==> src/rtl/spi_pwm_cmd_rx.sv <==
// SPI command receiver: oversampled sclk/mosi, 16-bit frames, pset strobe.
// Define SPI_PWM_CMD_PARITY_EN to reject frames with odd population count.
module spi_pwm_cmd_rx #(
    parameter int SYNC_STAGES  = 2,
    parameter int IDLE_TIMEOUT = 64,
    parameter int NUM_CH       = 7
) (
    input  logic       clk,
    input  logic       reset,
    input  logic       sclk,
    input  logic       mosi,
    output logic       pset,
    output logic [2:0] addr,
    output logic [7:0] level,
    output logic       frame_err,
    output logic       busy
);

    localparam logic [1:0] S_IDLE   = 2'd0;
    localparam logic [1:0] S_SHIFT  = 2'd1;
    localparam logic [1:0] S_COMMIT = 2'd2;

    localparam logic [7:0] TMO   = 8'(IDLE_TIMEOUT);
    localparam logic [3:0] NCH   = 4'(NUM_CH);
    localparam logic [4:0] LASTB = 5'd15;

    logic [SYNC_STAGES-1:0] sclk_sync;
    logic [SYNC_STAGES-1:0] mosi_sync;
    logic                   sclk_s;
    logic                   sclk_prev;
    logic                   rise_q;
    logic                   bit_q;

    logic [1:0]  state;
    logic [4:0]  bit_cnt;
    logic [7:0]  idle_cnt;
    logic [7:0]  idle_nxt;
    logic [14:0] shreg;
    logic [15:0] frame_nxt;
    logic [4:0]  frame_unused;
    logic        addr_ok;
    logic        par_ok;
    logic        accept;

    assign sclk_s = sclk_sync[SYNC_STAGES-1];

    // Edge and data are registered together so both paths stay aligned.
    always_ff @(posedge clk) begin
        if (reset) begin
            sclk_sync <= '0;
            mosi_sync <= '0;
            sclk_prev <= 1'b0;
            rise_q    <= 1'b0;
            bit_q     <= 1'b0;
        end else begin
            sclk_sync <= {sclk_sync[SYNC_STAGES-2:0], sclk};
            mosi_sync <= {mosi_sync[SYNC_STAGES-2:0], mosi};
            sclk_prev <= sclk_s;
            rise_q    <= sclk_s & ~sclk_prev;
            bit_q     <= mosi_sync[SYNC_STAGES-1];
        end
    end

    assign frame_nxt    = {shreg, bit_q};
    assign frame_unused = frame_nxt[15:11];
    assign busy         = (state == S_SHIFT);

    always_comb begin
        idle_nxt = idle_cnt + 8'd1;
        if (idle_cnt == TMO) begin
            idle_nxt = idle_cnt;
        end
    end

    always_comb begin
        addr_ok = ({1'b0, frame_nxt[10:8]} < NCH);
`ifdef SPI_PWM_CMD_PARITY_EN
        par_ok  = ~(^frame_nxt);
`else
        par_ok  = 1'b1;
`endif
        accept  = addr_ok & par_ok;
    end

    always_ff @(posedge clk) begin
        if (reset) begin
            state     <= S_IDLE;
            bit_cnt   <= 5'd0;
            idle_cnt  <= 8'd0;
            shreg     <= 15'd0;
            pset      <= 1'b0;
            addr      <= 3'd0;
            level     <= 8'd0;
            frame_err <= 1'b0;
        end else begin
            pset      <= 1'b0;
            frame_err <= 1'b0;
            unique case (state)
                S_IDLE: begin
                    idle_cnt <= 8'd0;
                    if (rise_q) begin
                        shreg   <= frame_nxt[14:0];
                        bit_cnt <= 5'd1;
                        state   <= S_SHIFT;
                    end
                end
                S_SHIFT: begin
                    // A same-cycle edge beats the timeout.
                    if (rise_q) begin
                        shreg    <= frame_nxt[14:0];
                        bit_cnt  <= bit_cnt + 5'd1;
                        idle_cnt <= 8'd0;
                        if (bit_cnt == LASTB) begin
                            state <= S_COMMIT;
                            if (accept) begin
                                pset  <= 1'b1;
                                addr  <= frame_nxt[10:8];
                                level <= frame_nxt[7:0];
                            end else begin
                                frame_err <= 1'b1;
                            end
                        end
                    end else if (idle_nxt == TMO) begin
                        frame_err <= 1'b1;
                        state     <= S_IDLE;
                        bit_cnt   <= 5'd0;
                        idle_cnt  <= 8'd0;
                    end else begin
                        idle_cnt <= idle_nxt;
                    end
                end
                S_COMMIT: begin
                    state    <= S_IDLE;
                    bit_cnt  <= 5'd0;
                    idle_cnt <= 8'd0;
                end
                default: begin
                    state <= S_IDLE;
                end
            endcase
        end
    end

endmodule

==> config.mk <==
export PLATFORM = sky130hd
export DESIGN_NAME = spi_pwm_cmd_rx
export DESIGN_NICKNAME = d
export VERILOG_FILES = /design/src/rtl/spi_pwm_cmd_rx.sv
export SDC_FILE = /design/constraint.sdc
export NUM_CORES = 1
export LEC_CHECK = 0
export CAP_MARGIN = 10
export CORE_MARGIN = 3
export CORE_UTILIZATION = 40
export CTS_CLUSTER_SIZE = 40
export DETAILED_ROUTE_END_ITERATION = 10
export PLACE_DENSITY_LB_ADDON = 0.05
export REMOVE_ABC_BUFFERS = 1
export SLEW_MARGIN = 20
export SYNTH_ARGS = -nofsm -noshare
export SYNTH_HDL_FRONTEND = slang
export SYNTH_SLANG_ARGS = --single-unit
==> constraint.sdc <==
create_clock -name clk -period 2.9 [get_ports clk]
set_clock_uncertainty 0.1 [all_clocks]
set_input_delay 0.435 -clock clk [delete_from_list [all_inputs] [get_ports clk]]
set_output_delay 0.435 -clock clk [all_outputs]
set_load 0.1 [all_outputs]
After elaboration in Yosys (flattened, before gate mapping)
Index checks and enable logic that the tools add are counted.
Widths: inputs -> output; s select.

storage, ports and cells
  register bits = 45
  bits in latches = 0
  bits in writable memories = 0
  ROM bits = 0
  output and inout port bits = 14
  word-level logic and storage cells = 58
  memories kept = 0

cells by class
  $add $sub $neg = 2
  $mul = 0
  divide/modulo/power cells = 0
  order comparisons = 1
  eq/ne operators = 8
  shift operators = 0
  muxes and demuxes = 18
  bitwise logic cells = 5
  reductions and logical operators = 11

operators with widths
  operator             count
  $mux 8               3
  $eq 8x7->1 const B   2
  $pmux 8 s2           1
  $mux 5               3
  $pmux 5 s3           1
  $add 8x1->8 const B  1
  $mux 2               4
  $reduce_and 3->1     2
  $reduce_or 2->1      3
  $add 5x1->5 const B  1
  $eq 5x4->1 const B   1
  $mux 1               5
  $not 1->1            4
  $pmux 2 s2           1
  $reduce_and 4->1     1
  $reduce_or 4->1      1
  $lt 3x3->1 const B   1
  $ne 3x1->1 const B   1
  $ne 3x2->1 const B   1
  $reduce_bool 3->1    1
  $eq 2x1->1 const B   1
  $eq 2x2->1 const B   1
  $logic_not 2->1      1
  $ne 2x2->1 const B   1
  3 further kinds      3

Depth between registers and ports, before layout
  depth after elaboration = 6
  gate-level depth with buffers = 9

Worst setup path before layout
Ideal clock, no wire load.

  kind = reg-to-reg
  from = reg state[1]
  to = reg bit_cnt[4]
  setup time = 121 ps
  arrival time = 2,268 ps
  setup slack = 411 ps
  stages on the path, launching flop included = 7
  path buffers = 0
  cells stage by stage = dfxtp_1 inv_1 ha_1 inv_1 a311oi_4 nor3_4 mux2_4

between the ends
  longest elaborated chain between the ends = 3

RTL lines
  item                                                                     RTL line  source
  start, declared                                                          34        logic [1:0] state;
  start signal, assigned                                                   87        state <= S_IDLE;
  start signal, assigned                                                   104       state <= S_SHIFT;
  start signal, assigned                                                   114       state <= S_COMMIT;
  $eq 2x1->1 (*)                                                           n/a
  named net busy                                                           16        output logic busy
  $ne 3x1->1 (no source line) / $reduce_bool 3->1 (equally long branches)  n/a
  $reduce_and 3->1 (no source line)                                        n/a
  end signal, assigned                                                     111       bit_cnt <= bit_cnt + 5'd1;
  end, declared                                                            35        logic [4:0] bit_cnt;

The timed path passes the listed nets; every way through them passes the cells marked *.
A chain may end at the register's enable or synchronous reset.

Worst setup path after layout
  from = reg idle_cnt[0]
  to = reg bit_cnt[4]

between the ends
  longest elaborated chain between the ends = 5

RTL lines
  item                                              RTL line  source
  start, declared                                   36        logic [7:0] idle_cnt;
  start signal, assigned                            129       idle_cnt <= idle_nxt;
  $add 8x1->8 / $eq 8x7->1 (equally long branches)  69, 70
  $mux 8 (*)                                        70        if (idle_cnt == TMO) begin
  $eq 8x7->1 (*)                                    123       end else if (idle_nxt == TMO) begin
  $ne 3x1->1 (no source line) (*)                   n/a
  $reduce_and 3->1 (no source line) (*)             n/a

Every way passes the cells marked *; elsewhere a longest branch is shown, timed or not.

==> flow_summary.toml <==
[status]
status = "finished, final reports clean"

[yosys]
yosysTopAreaCellShare = 0.4238
synth_top_family_by_area = "simple AND/OR/NAND/NOR gates"
yosys.area_share.simple = 0.2566
ys_top_cells_by_count = "53 x nand2_1, 45 x dfxtp_1, 29 x a21oi_1"
synthFlopType = "dfxtp_1"
avgSynthCellArea_um2 = 8.469
ys_ff_latch = 45
synth.area.mux_share = 0.01648
synth_edf_count = 0
synth_adder_area_share = 0.05886
yosysUniqueCellTypes = 49
synth-async-reset-ratio = 0
synth-compound-area-share = 0.1730
syn-cell-area_um2 = 2126
syn_inst = 251
yosys-top-cells-area = "dfxtp_1 42%, nand2_1 9.4%, a21oi_1 6.8%"
ys_seq_area_frac = 0.4238
synth.largest_area_cell = "dfxtp_1"
yosysMostFrequentCell = "nand2_1"
synthXorXnorAreaFrac = 0.01236
ys_warn_count = 0

[hold_path]
hold_path_class = "reg -> reg"
holdPathStages = 1

[floorplan]
start_util = 0.4301
dieArea_um2 = 6225
io_pins = 18
core_um2 = 4942
fp.dieH_um = 78.90
fp-row-count = 25
die_w_um = 78.90

[power_and_ir_drop]
combPwrFrac = 0.121
sequentialPowerShare = 0.515
p_int_mw = 0.9394
ir_drop_mv = 0.3462
power.leakage_nw = 0.8976
power_density_nw_per_um2 = 521.2
p_sw_mw = 0.3106
switching_share = 0.2485
pwr-share-clk = 0.364

[cells_and_area]
fin_util = 0.4853
num_antenna_cells = 0
fillers = 524
regArea_um2 = 900.9
nets = 280
syn_to_final_growth_pct = 12.83
drive_above_1_share = 0.1353
multi_input_area_um2 = 1100

[placed_design]
port_buffers = 17
hpwl_um = 2837
gp_congestion = 0.8433
place_ws_ns = 0.2991

[worst_setup_path]
cp_num_buf_inv = 0
path_class = "reg -> reg"
worstPathMaxFanout = 11
crit_chain = "ha_1, nand2_1, xnor2_1, o32ai_1, a311oi_4, nor3_4, mux2_4"
cp.depth = 7
cp-start-kind = "flip-flop"
crit_path_max_incr_delay_ns = 0.51
required_ns = 2.98
cp_slowest_cell = "dfxtp_1"
cp_data_arrival_time_ns = 2.69
crit_family = "compound AO/OA/AOI/OAI gates"
reg2reg_depth = 7
end_kind = "flip-flop"

[cts]
htreeDepth = 2
cts_made_buffers = 5
post_cts_buffers = 0
clock_path_buffers = 2
clk_latency_ns = 0.29
post_cts_resized = 0
ctsHoldBuffers = 0
cts_root_buf = "clkbuf_8"
clock_sinks = 45
clk_pin_slew_ns = 0.08
cts_tree = "built"

[route]
first_pass_iters = 4
routed_wl_um = 4111
drc = 0
drtIter0Drc = 107
ant_nets = 0
dr_total_vias = 1704
avgViaCountPerCell = 5.117
wl_per_cell_um = 12.35

[sta]
slew_headroom = 0.5529
finalWorstSetupSlack_ns = 0.2883
tns_ns = 0
min_period_ns = 2.612
worst_pin_slew_ns = 0.6693
rsz0062_at_grt = "false"
hold_viol_final = 0
finalCritPeriodShare = 0.9006
drv_slew = 0
timing.hold.ws_ns = 0.2998
setup_viol_count_final = 0
max_freq_mhz = 382.9

[grt]
grt_util_all_layers = 0.1452
grt_pass1_wl_um = 7279
grt_max_degree = 27
grt_pass1_vias = 1624
grt.overflow.total = 0
antenna_found_initial = 0

[job]
drv_cap = 0
-- stage by stage --
step | total power, mW | std cells | instance area, um2
floorplan | 0.7679 | 237 | 2038
detailed placement | 0.8108 | 326 | 2295
global route | 1.321 | 333 | 2399
CTS | 1.274 | 333 | 2399
finish | 1.250 | 333 | 2399
global placement | 0.8123 | 326 | 2295
-- registers in the layout (all words and copies together) (netlist names) --
signal,flops
shreg,10
level,8
idle_cnt,8
state,2
addr,3
bit_cnt,5
mosi_sync,2
pset,1
sclk_sync,2
sclk_prev,1
rise_q,1
frame_err,1
bit_q,1
-- final timing paths --
path	from	to	slack, ns
setup / recovery	idle_cnt[0]$_SDFFE_PP0P_	bit_cnt[4]$_SDFFE_PP0P_	0.29
hold reg to reg	sclk_prev$_SDFF_PP0_	rise_q$_SDFF_PP0_	0.30
hold / removal	sclk_prev$_SDFF_PP0_	rise_q$_SDFF_PP0_	0.30
setup reg to reg	idle_cnt[0]$_SDFFE_PP0P_	bit_cnt[4]$_SDFFE_PP0P_	0.29
-- routing by layer --
| layer | share of wire | vias to the layer above | wire, um | track usage |
|---|---|---|---|---|
| li1 | - | 888 | - | - |
| met1 | 0.52 | 781 | 2122 | 0.1956 |
| met2 | 0.44 | 30 | 1790 | 0.2250 |
| met3 | 0.038 | 5 | 158 | 0.03628 |
| met4 | 0.0092 | 0 | 38 | 0.05326 |
| met5 | 0 | - | 0 | 0 |
-- power groups by stage --
stage	clock network [mW]	registers [mW]	logic [mW]
2_1_floorplan	0	0.655	0.113
3_3_place_gp	0	0.658	0.154
3_5_place_dp	0	0.658	0.153
4_1_cts	0.478	0.643	0.153
5_1_grt	0.504	0.647	0.170
6_report	0.455	0.644	0.152
-- cell type report --
type / instances / share of cell area
multi-input combinational: 182 / 0.4585
sequential: 45 / 0.3756
timing repair buffer: 22 / 0.07199
tap: 67 / 0.03495
clock buffer: 5 / 0.02869
inverter: 10 / 0.01565
clock inverter: 2 / 0.01461
-- layout by cell type (no fill, tap or decap), types with 3 or more instances in the layout --
| cell type | netlist | final |
|---|---|---|
| buf_4 | 1 | 19 |
| o221a_2 | 3 | 3 |
| ha_1 | 10 | 10 |
| nand3_1 | 5 | 5 |
| nor2_1 | 12 | 12 |
| a21oi_1 | 29 | 29 |
| nor2b_1 | 10 | 10 |
| nand2_1 | 53 | 53 |
| and3_1 | 4 | 4 |
| nor3b_1 | 5 | 5 |
| dfxtp_1 | 45 | 45 |
| inv_1 | 9 | 9 |
| o21ai_0 | 8 | 8 |
| clkbuf_8 | 0 | 5 |
| clkdlybuf4s50_1 | 0 | 3 |
| nor3_1 | 3 | 3 |
-- cells by family after synthesis --
kind of cell	count (synthesis)
AND/OR/NAND/NOR	109
adder cells (fa/ha/maj)	10
XOR/XNOR	3
buffers and inverters	24
AO/OA/AOI/OAI	57
flip-flops	45
multiplexers	3
(Power assumes the default switching activity.)
